==> src/rtl/mem_arbiter_pkg.sv <==
// Shared definitions for the instruction-fetch / load-store memory arbiter:
// FSM state encodings and the default fetch-starvation limit.
package mem_arbiter_pkg;

    typedef enum logic [1:0] {
        ST_IDLE    = 2'd0,
        ST_BUSY_LS = 2'd1,
        ST_BUSY_IF = 2'd2
    } arb_state_e;

    localparam int STARVE_MAX_DEFAULT = 4;

endpackage

==> src/rtl/mem_arbiter.sv <==
// Arbitrates one single-port memory between load/store and instruction fetch,
// one outstanding transaction at a time, with a bounded fetch starvation window.
module mem_arbiter
    import mem_arbiter_pkg::*;
#(
    parameter int STARVE_MAX = STARVE_MAX_DEFAULT
) (
    input  logic        clk,
    input  logic        rst,

    input  logic        ls_req_i,
    input  logic [3:0]  ls_wen_i,
    input  logic [31:0] ls_addr_i,
    input  logic [31:0] ls_wdata_i,
    output logic        ls_gnt_o,
    output logic        ls_rvalid_o,
    output logic [31:0] ls_rdata_o,

    input  logic        if_req_i,
    input  logic [31:0] if_addr_i,
    output logic        if_gnt_o,
    output logic        if_rvalid_o,
    output logic [31:0] if_rdata_o,

    output logic        mem_req_o,
    output logic [31:0] mem_addr_o,
    output logic [3:0]  mem_wen_o,
    output logic [31:0] mem_wdata_o,
    input  logic        mem_gnt_i,
    input  logic        mem_rvalid_i,
    input  logic [31:0] mem_rdata_i,

    output logic        hold_flag_o
);

    localparam int CNT_W = (STARVE_MAX < 1) ? 1 : $clog2(STARVE_MAX + 1);
    localparam logic [CNT_W-1:0] CNT_MAX = CNT_W'(STARVE_MAX);

    arb_state_e       state;
    arb_state_e       state_next;
    logic [CNT_W-1:0] starve_cnt;
    logic [CNT_W-1:0] starve_cnt_next;

    logic if_wins;
    logic ls_wins;

    // Fetch normally yields to load/store, but takes the port once it has
    // watched STARVE_MAX consecutive load/store grants go by.
    assign if_wins = if_req_i && (!ls_req_i || (starve_cnt == CNT_MAX));
    assign ls_wins = ls_req_i && !if_wins;

    always_ff @(posedge clk) begin
        if (rst) begin
            state      <= ST_IDLE;
            starve_cnt <= '0;
        end else begin
            state      <= state_next;
            starve_cnt <= starve_cnt_next;
        end
    end

    always_comb begin
        state_next      = state;
        starve_cnt_next = starve_cnt;

        ls_gnt_o    = 1'b0;
        if_gnt_o    = 1'b0;
        ls_rvalid_o = 1'b0;
        ls_rdata_o  = 32'h0;
        if_rvalid_o = 1'b0;
        if_rdata_o  = 32'h0;
        mem_req_o   = 1'b0;
        mem_addr_o  = 32'h0;
        mem_wen_o   = 4'b0000;
        mem_wdata_o = 32'h0;
        hold_flag_o = 1'b0;

        if (!rst) begin
            unique case (state)
                ST_IDLE: begin
                    if (if_wins) begin
                        mem_req_o  = 1'b1;
                        mem_addr_o = if_addr_i;
                    end else if (ls_wins) begin
                        mem_req_o   = 1'b1;
                        mem_addr_o  = ls_addr_i;
                        mem_wen_o   = ls_wen_i;
                        mem_wdata_o = ls_wdata_i;
                    end

                    ls_gnt_o    = mem_gnt_i && ls_wins;
                    if_gnt_o    = mem_gnt_i && if_wins;
                    hold_flag_o = ls_req_i && !ls_gnt_o;

                    if (ls_gnt_o) begin
                        state_next = ST_BUSY_LS;
                    end else if (if_gnt_o) begin
                        state_next = ST_BUSY_IF;
                    end
                end

                ST_BUSY_LS: begin
                    ls_rvalid_o = mem_rvalid_i;
                    ls_rdata_o  = mem_rvalid_i ? mem_rdata_i : 32'h0;
                    hold_flag_o = !mem_rvalid_i;
                    if (mem_rvalid_i) begin
                        state_next = ST_IDLE;
                    end
                end

                ST_BUSY_IF: begin
                    if_rvalid_o = mem_rvalid_i;
                    if_rdata_o  = mem_rvalid_i ? mem_rdata_i : 32'h0;
                    hold_flag_o = ls_req_i;
                    if (mem_rvalid_i) begin
                        state_next = ST_IDLE;
                    end
                end

                default: begin
                    state_next = ST_IDLE;
                end
            endcase

            // The count only means something while fetch is actually waiting.
            if (!if_req_i || if_gnt_o) begin
                starve_cnt_next = '0;
            end else if (ls_gnt_o && (starve_cnt != CNT_MAX)) begin
                starve_cnt_next = starve_cnt + CNT_W'(1);
            end
        end
    end

endmodule

==> config.mk <==
export PLATFORM = sky130hd
export DESIGN_NAME = mem_arbiter
export DESIGN_NICKNAME = d
export VERILOG_FILES = /design/src/rtl/mem_arbiter_pkg.sv /design/src/rtl/mem_arbiter.sv
export SDC_FILE = /design/constraint.sdc
export NUM_CORES = 1
export LEC_CHECK = 0
export ABC_AREA = 1
export BUFFER_PORTS_ARGS = -buffer_cell sky130_fd_sc_hd__clkbuf_2
export CAP_MARGIN = 20
export CORE_AREA = 2 2 108 110
export CTS_BUF_LIST = sky130_fd_sc_hd__clkbuf_8 sky130_fd_sc_hd__clkbuf_16
export DETAILED_ROUTE_END_ITERATION = 12
export DIE_AREA = 0 0 110 112
export SETUP_SLACK_MARGIN = 0.5
export SLEW_MARGIN = 15
export SYNTH_ARGS = -nofsm -noshare
export SYNTH_HDL_FRONTEND = slang
export SYNTH_SLANG_ARGS = --single-unit
==> constraint.sdc <==
create_clock -name clk -period 1.9 [get_ports clk]
set_input_delay 0.19 -clock clk [delete_from_list [all_inputs] [get_ports clk]]
set_output_delay 0.19 -clock clk [all_outputs]
set_load 0.02 [all_outputs]
Yosys cells after proc, flatten, opt, wreduce, memory -nomap -nowiden. Cells that the tools add are included.

Word-level logic and storage cells: 63. Register bits: 5. Input port bits: 138.

Eq/ne operators: 6. Reductions and logical operators: 17. Mux-type cells: 37. Add/sub/neg operators: 1.

Operator list (number): two-way mux 32 bit (13); two-way mux 4 bit (4); two-way mux 1 bit (15); logical AND 1 bit (6); two-way mux 2 bit (3); inequality test 3 bit (second input constant) (2); zero test 1 bit (5); one-hot mux 2 bit (2 select lines) (1); OR reduction 2 bit (2); adder 3 x 1 -> 3 bit (second input constant) (1); equality test 3 bit (second input constant) (1); one-hot mux 1 bit (3 select lines) (1); equality test 2 x 1 -> 1 bit (second input constant) (1); equality test 2 bit (second input constant) (1); zero test 2 bit (1); logical OR 1 bit (2); inequality test 2 x 1 -> 1 bit (second input constant) (1); AND reduction 2 bit (1).

Longest topological paths before layout. Gate-level depths: netlist of the first run.

Word-level depth: 10. Gate-level depth with buffers: 10. Mapped depth without buffers: 10.

Least setup slack after synthesis of the first run. No wires, ideal clock.

Path type: reg2out. From: reg state[1]. To: out ls_rdata_o[0]. Path slack: -0.041 ns. Stages on the path, launching flop included: 8. Buffers on the path: 1. Data arrival time: 1.751 ns. Cell sequence: dfxtp_1 inv_1 ha_1 inv_1 nor3_1 inv_1 buf_2 nor2_1.

Cells in the longest elaborated chain, start to end: 3.

RTL lines: start, declared (RTL line mem_arbiter.sv:39) `arb_state_e state;`; start signal, assigned (RTL line mem_arbiter.sv:57) `state <= state_next;`; equality test 2 x 1 -> 1 bit (RTL line mem_arbiter.sv:79) `unique case (state)`; two-way mux 32 bit (RTL line mem_arbiter.sv:79); two-way mux 32 bit (RTL line mem_arbiter.sv:78) `if (!rst) begin`; end, declared (RTL line mem_arbiter.sv:17) `output logic [31:0] ls_rdata_o,`.

No other way between the ends.

Final worst setup path of the first run.
From: reg starve_cnt[0]. To: out mem_addr_o[21].

Cells in the longest elaborated chain, start to end: 9.

RTL lines: start, declared (RTL line mem_arbiter.sv:41) `logic [CNT_W-1:0] starve_cnt;`; start signal, assigned (RTL line mem_arbiter.sv:58) `starve_cnt <= starve_cnt_next;`; equality test 3 bit * (RTL line mem_arbiter.sv:49) `assign if_wins = if_req_i && (!ls_req_i || (starve_cnt == CNT_MAX));`; logical OR 1 bit * (RTL line mem_arbiter.sv:49); logical AND 1 bit * (RTL line mem_arbiter.sv:49); zero test 1 bit (RTL line mem_arbiter.sv:50) `assign ls_wins = ls_req_i && !if_wins;`; logical AND 1 bit (RTL line mem_arbiter.sv:50); two-way mux 32 bit (RTL line mem_arbiter.sv:84) `end else if (ls_wins) begin`; two-way mux 32 bit * (RTL line mem_arbiter.sv:81) `if (if_wins) begin`; two-way mux 32 bit * (RTL line mem_arbiter.sv:79); two-way mux 32 bit * (RTL line mem_arbiter.sv:78); end, declared (RTL line mem_arbiter.sv:26) `output logic [31:0] mem_addr_o,`.

Mark *: on every way between the ends. The rest lies on a longest branch, timed or not.

==> out/results.tsv, run 1 <==
stage	metric	value	unit
logic_synthesis	FF+latch count, synth	5	
timing	crit path time final	1.85	ns
timing	final max-slew violation count	0	
logic_synthesis	Synth area leader	nor2_1	
hold_path	Hold Startpoint	rst	
timing	Final Setup Violations	0	
cells_and_area	Syn-to-layout area delta	269	%
logic_synthesis	yosys warns	0	
floorplanning	die area	12300	µm²
timing	Worst Skew	0.00106	ns
grt	first-pass GRT wire length	17.3	mm
grt	Congestion Overflow GR	0	
cells_and_area	# nets final	767	
floorplanning	Die Wd	110	µm
cts	CTS tree	done	
timing	Max Fclk	542	MHz
logic_synthesis	Net Count, Synth	465	
route	drt wl/cell	16.6	µm
grt	initial antenna violation count	0	
power	static leakage	2.70	nW
logic_synthesis	Cell variety after synth	21	
floorplanning	Cell Rows	39	
logic_synthesis	largest cells by area after synthesis	nor2_1, a22oi_1, inv_1, nand2_1, dfxtp_1	
cells_and_area	most common cell after layout, fill and taps aside	clkbuf_2	
cts	clock-pin slew on the worst setup and hold paths	0.03	ns
logic_synthesis	register area share after synthesis	6.23	%
critical_path	Crit. Startpoint	starve_cnt[0]	
route	drt pass-1 iters	4	
grt	met3 Use GR	3.81	%
route	via/cell ratio	4.42	
place	Routability Congestion	0.842	
cells_and_area	Post-Layout Cell Count	765	
cts	H-tree depth	1	
grt	global-route usage over all layers	18.0	%
grt	GR peak layer	met2	
floorplanning	CORE AREA	11200	µm²
logic_synthesis	Syn Inst Count	321	
place	Placed Cells incl. Taps	725	
power	Max IR drop VDD	0.260	mV
cells_and_area	n_diodes	0	
route	Remaining DRCs	0	
route	ANT nets after route	0	
cts	clock sinks	5	
grt	vias in the first global route	3490	
hold_path	Hold WC Path Type	in2reg	
critical_path	Critical Path End Type	primary output	
timing	relative slew slack	77.8	%
cells_and_area	register area	108	µm²
cts	Clock Path Buffers	2	
logic_synthesis	Mapped Area	1610	µm²
route	initial detailed-routing violation count	113	
critical_path	crit path DAT	1.66	ns
timing	final hold violations	0	
floorplanning	Initial Util	14.4	%
logic_synthesis	Syn Area/Cell	5.00	µm²
run	Max Cap Viol	0	
cts	Root Buffer Master	clkbuf_16	
place	I/O Buffers	275	
critical_path	crit start category	flip-flop	
cts	cts bufs inserted	3	
route	via count	3381	
timing	worst slew pin tran	0.332	ns
power	Pwr Density	402	nW/µm²
route	Routed WL	12.7	mm
cells_and_area	fillers	965	
cells_and_area	area taken by multi-input logic gates	2540	µm²
cells_and_area	layout cell share with drive strength beyond 1	86.7	%
place	DPL Wire Length	8.26	mm
critical_path	critical path class	reg2out	
critical_path	RR Startpoint	starve_cnt[1]	
cells_and_area	design area	5930	µm²
floorplanning	num ports	276	
critical_path	Crit path required time	1.71	ns
floorplanning	Die Height	112	µm
outcome	status	finished, final reports clean	
timing	Setup WS post-layout	0.0546	ns
logic_synthesis	top cell type's share of synthesized area	29.2	%
place	Worst Setup Slack post-DPL	0.191	ns
grt	met1 GRT Util	17.9	%
critical_path	Max FO, Critical Path	13	
cts	Worst-Skew Late Latency	0.22	ns
cells_and_area	commonest non-fill, non-tap cells in the layout	clkbuf_2, nor2_4, buf_6	
grt	largest net degree at the start of global routing	22	
grt	M2 GR Usage	36.2	%
place	Post-DP Area	4220	µm²
timing	RSZ-0062 raised after global routing	yes	
timing	period utilization	97.1	%
-- worst max-delay path: stages (launching register included) --
cell	delay (ns)
dfxtp_2	0.31
inv_2	0.07
ha_4	0.13
nand2_4	0.06
o21bai_4	0.17
inv_6	0.11
buf_12	0.17
a22oi_2	0.18
nor2_4	0.06
clkbuf_2	0.16
-- synth_stat cells --
library cell,instances
inv_1,43
inv_2,3
clkbuf_1,7
nor2_2,11
a22oi_1,33
buf_1,2
dfxtp_1,5
a21oi_1,7
nor3_1,2
nor2_1,125
o21bai_4,1
buf_2,11
xor2_1,1
buf_6,3
buf_4,1
nand3_1,7
o21ai_0,1
ha_1,6
nand2_1,38
nand2_2,11
nand4_1,3
-- cells by family (layout without fill, tap and decap cells) --
kind of cell / count (synthesis) / count (layout) / share of synthesized area [%]
compound gates: 42 / 42 / 19.1
xor+xnor: 1 / 1 / 0.545
fa+ha+maj: 6 / 6 / 4.67
buf+inv: 70 / 371 / 18.8
flops: 5 / 5 / 6.23
simple gates: 197 / 197 / 50.6
-- state kept, by name (all words and copies together), names as in the netlist --
name,count
starve_cnt,3
state,2
-- worst paths after layout --
kind               endpoint  slack (ns)  cells after the start
max          mem_addr_o[21]        0.05                      9
min                state[0]        0.25                      2
max reg2reg        state[1]        0.53                     10
min reg2reg        state[0]        0.53                      2
-- stage by stage --
stage | util, % | hold WS, ns | TNS, ns | power (mW)
finish | 53.1 | 0.251 | 0 | 2.38
global route | 53.1 | 0.274 | -0.190 | 2.51
CTS | 48.5 | 0.240 | 0 | 2.22
detailed placement | 37.8 | 0.469 | 0 | 1.56
global placement | 37.8 | 0.464 | 0 | 1.53
floorplan | - | 0.252 | 0 | 1.15
-- per-layer routing --
metal,up-vias,wire [µm]
li1,1612,-
met1,1596,4140
met2,155,7330
met3,18,959
met4,0,291
met5,-,0
-- where the power goes --
| group | switching, mW | total [mW] | internal (mW) |
|---|---|---|---|
| registers | 0.0104 | 0.127 | 0.117 |
| clock network | 0.0629 | 0.335 | 0.272 |
| logic | 1.09 | 1.92 | 0.836 |
| total | 1.16 | 2.38 | 1.23 |
-- final cells by class --
cell class,count,area share (%)
clock buffers,3,1.27
clock inverters,1,0.0633
inverters,46,3.29
multi-input cells,246,42.9
flip-flops and latches,5,1.81
well taps,143,3.02
repair buffers,321,47.6
-- timing repair --
action | 4_1_cts | 5_1_grt
gates resized for setup | 164 | 177
setup endpoints to repair | 142 | 143
buffers inserted | 16 | 5
hold buffers | 0 | 0
pin swaps | 7 | 5
gates cloned | 13 | 2
(Power assumes the default switching activity.)
==> inputs of run 2 (changes only) <==
--- a/config.mk
+++ b/config.mk
@@ -5,13 +5,12 @@
 export SDC_FILE = /design/constraint.sdc
 export NUM_CORES = 1
 export LEC_CHECK = 0
-export ABC_AREA = 1
 export BUFFER_PORTS_ARGS = -buffer_cell sky130_fd_sc_hd__clkbuf_2
 export CAP_MARGIN = 20
-export CORE_AREA = 2 2 108 110
+export CORE_AREA = 2 2 107 109
 export CTS_BUF_LIST = sky130_fd_sc_hd__clkbuf_8 sky130_fd_sc_hd__clkbuf_16
 export DETAILED_ROUTE_END_ITERATION = 12
-export DIE_AREA = 0 0 110 112
+export DIE_AREA = 0 0 109 111
 export SETUP_SLACK_MARGIN = 0.5
 export SLEW_MARGIN = 15
 export SYNTH_ARGS = -nofsm -noshare
==> run 2 against run 1 <==
Compared with the run above: the run now ends with setup timing left; clock power grew 4%; routed wire length grew 1.3%; global-route usage shrank 2.4 points; critical path depth shrank 1; count of clock-buffer cells in the layout is the same; area after synthesis grew 11%; final area grew 3.2%; largest power group unchanged.
==> out/results.tsv, run 2 <==
stage	metric	value	unit
outcome	status	complete, but fails checks	
outcome	failing checks	setup timing	
critical_path	RR Startpoint	starve_cnt[0]	
critical_path	Crit path max-delay family	buffers and inverters	
cts	CTS tree	done	
logic_synthesis	EDFF count, synth	0	
logic_synthesis	Syn Inst Count	282	
timing	Max Fclk	522	MHz
cells_and_area	number of flip-flops in the largest register	3	
cts	clock-pin slew on the worst setup and hold paths	0.03	ns
timing	crit path time final	1.92	ns
critical_path	Critical Path End Type	primary output	
floorplanning	Die Height	111	µm
cells_and_area	most common cell after layout, fill and taps aside	clkbuf_2	
floorplanning	Initial Util	16.0	%
route	via count	3441	
logic_synthesis	Synth async-reset ratio	0	%
logic_synthesis	Syn Area/Cell	6.30	µm²
power	static leakage	2.75	nW
critical_path	reg2reg end	starve_cnt[2]	
cts	H-tree depth	1	
critical_path	WP buf/inv	4	
cts	Worst-Skew Late Latency	0.23	ns
logic_synthesis	Mapped Area	1780	µm²
critical_path	crit start category	flip-flop	
cells_and_area	Syn-to-layout area delta	244	%
timing	Setup WS post-layout	-0.0175	ns
cells_and_area	n_diodes	0	
critical_path	reg2reg path depth	7	
place	I/O Buffers	275	
logic_synthesis	register area share after synthesis	5.63	%
run	Max Cap Viol	0	
critical_path	crit path to	mem_wdata_o[23]	
cells_and_area	biggest regs	starve_cnt (3), state (2)	
critical_path	Reg2Reg Setup Slack	0.31	ns
floorplanning	Die Wd	109	µm
route	via/cell ratio	4.74	
floorplanning	num ports	276	
route	drt wl/cell	17.7	µm
hold_path	hold path cells	2	
logic_synthesis	largest cells by area after synthesis	and2_1, o211ai_1, a21oi_1, nand3_1, dfxtp_1	
power	Pwr Density	265	nW/µm²
logic_synthesis	Post-synth top cells	and2_1, a21oi_1, nand3_1	
place	DPL Wire Length	7.22	mm
logic_synthesis	Cell variety after synth	30	
critical_path	Crit. Startpoint	starve_cnt[0]	
logic_synthesis	Net Count, Synth	426	
grt	initial antenna violation count	0	
cells_and_area	# nets final	728	
power	Max IR drop VDD	0.230	mV
grt	largest net degree at the start of global routing	37	
timing	final hold violations	0	
cts	Clock Path Buffers	2	
critical_path	CP max stage cell	dfxtp_2	
logic_synthesis	top cell type's share of synthesized area	35.6	%
cells_and_area	commonest non-fill, non-tap cells in the layout	clkbuf_2, and2_4, buf_6	
logic_synthesis	yosys warns	0	
timing	worst slew pin tran	0.571	ns
power	Power, Total	1.62	mW
critical_path	Slowest Stage Delay on Critical Path	0.32	ns
logic_synthesis	Synth area leader	and2_1	
floorplanning	CORE AREA	11100	µm²
timing	relative slew slack	61.9	%
timing	RSZ-0062 raised after global routing	yes	
grt	first-pass GRT wire length	15.1	mm
critical_path	critical path class	reg2out	
logic_synthesis	FF+latch count, synth	5	
logic_synthesis	most frequent cell after synthesis	and2_1	
critical_path	crit path DAT	1.73	ns
route	Routed WL	12.9	mm
timing	Final Setup Violations	19	
cts	cts bufs inserted	3	
cts	clock sinks	5	
route	initial detailed-routing violation count	179	
critical_path	critical path, cell by cell	inv_2 > ha_4 > and3_4 > nor3b_4 > buf_4 > clkbuf_16 > and2_4 > clkbuf_8	
cts	Root Buffer Master	clkbuf_16	
route	ANT nets after route	0	
cells_and_area	fillers	886	
timing	final max-slew violation count	0	
critical_path	Crit path required time	1.71	ns
route	drt pass-1 iters	4	
floorplanning	die area	12100	µm²
timing	period utilization	101	%
grt	vias in the first global route	2968	
floorplanning	Cell Rows	39	
grt	Congestion Overflow GR	0	
cells_and_area	Top reg by flops	starve_cnt	
logic_synthesis	dominant synthesized flop cell	dfxtp_1	
route	Remaining DRCs	0	
critical_path	Max FO, Critical Path	9	
grt	global-route usage over all layers	15.6	%
hold_path	Hold WC Path Type	in2reg	
critical_path	Worst path depth	8	
place	Routability Congestion	0.781	
cells_and_area	layout cell share with drive strength beyond 1	89.5	%
cells_and_area	final core occ	55.2	%
timing	Worst Skew	0.00210	ns
## run 2: cell count changes in the layout (fill, tap and decap cells not counted), moves of 32 or more
cell	previous run	this run
o211ai_1	0	32
and2_4	0	100
a22oi_2	32	0
inv_1	37	2
clkbuf_2	194	137
nor2_4	136	1
## run 2: metal layers
| metal | share of wire, % | global-route usage [%] |
|---|---|---|
| met3 | 6.8 | 2.35 |
| met5 | 0 | 0 |
| met1 | 35 | 16.6 |
| met2 | 56 | 31.1 |
| met4 | 2.1 | 3.76 |
## run 2: layout make-up
type | instances | area, µm² | share of cell area [%]
timing repair buffer | 328 | 3260 | 53.3
multi-input combinational | 241 | 2460 | 40.2
tap | 143 | 179 | 2.92
sequential | 5 | 111 | 1.82
clock buffer | 3 | 75.1 | 1.23
inverter | 5 | 28.8 | 0.470
clock inverter | 1 | 3.75 | 0.0613
## run 2: worst min-delay path by stage
stage	startpoint	endpoint	slack, ns
2_1_floorplan	rst	state[1]	0.26
3_3_place_gp	starve_cnt[0]	starve_cnt[0]	0.48
3_5_place_dp	starve_cnt[1]	starve_cnt[1]	0.49
4_1_cts	rst	state[1]	0.28
5_1_grt	rst	state[1]	0.31
6_report	rst	state[1]	0.28
## run 2: through the flow
step,cells,instance area [µm²],hold WS [ns],TNS [ns],setup WS (ns)
2_1_floorplan,282,2280,0.261,0,0.316
3_3_place_gp,680,3760,0.477,0,0.257
3_5_place_dp,680,3760,0.487,0,0.232
4_1_cts,697,4790,0.277,0,0.00349
5_1_grt,726,6120,0.310,-2.39,-0.0802
6_report,726,6120,0.283,-0.174,-0.0175
## run 2: report_power, final
group / internal [mW] / switching, mW
combinational: 0.596 / 0.566
sequential: 0.108 / 0.00592
clock: 0.273 / 0.0738
## run 2: cell families after synthesis
| logic type | share of synthesized area (%) |
|---|---|
| compound gates | 27.7 |
| flops | 5.63 |
| buf+inv | 9.16 |
| fa+ha+maj | 4.23 |
| simple gates | 53.2 |
## run 2: what timing repair did
action | in CTS | in global routing
hold buffers | 0 | 0
buffers inserted | 8 | 17
setup endpoints to repair | 142 | 143
cloned | 5 | 12
pin swaps | 31 | 124
gates resized for setup | 160 | 355
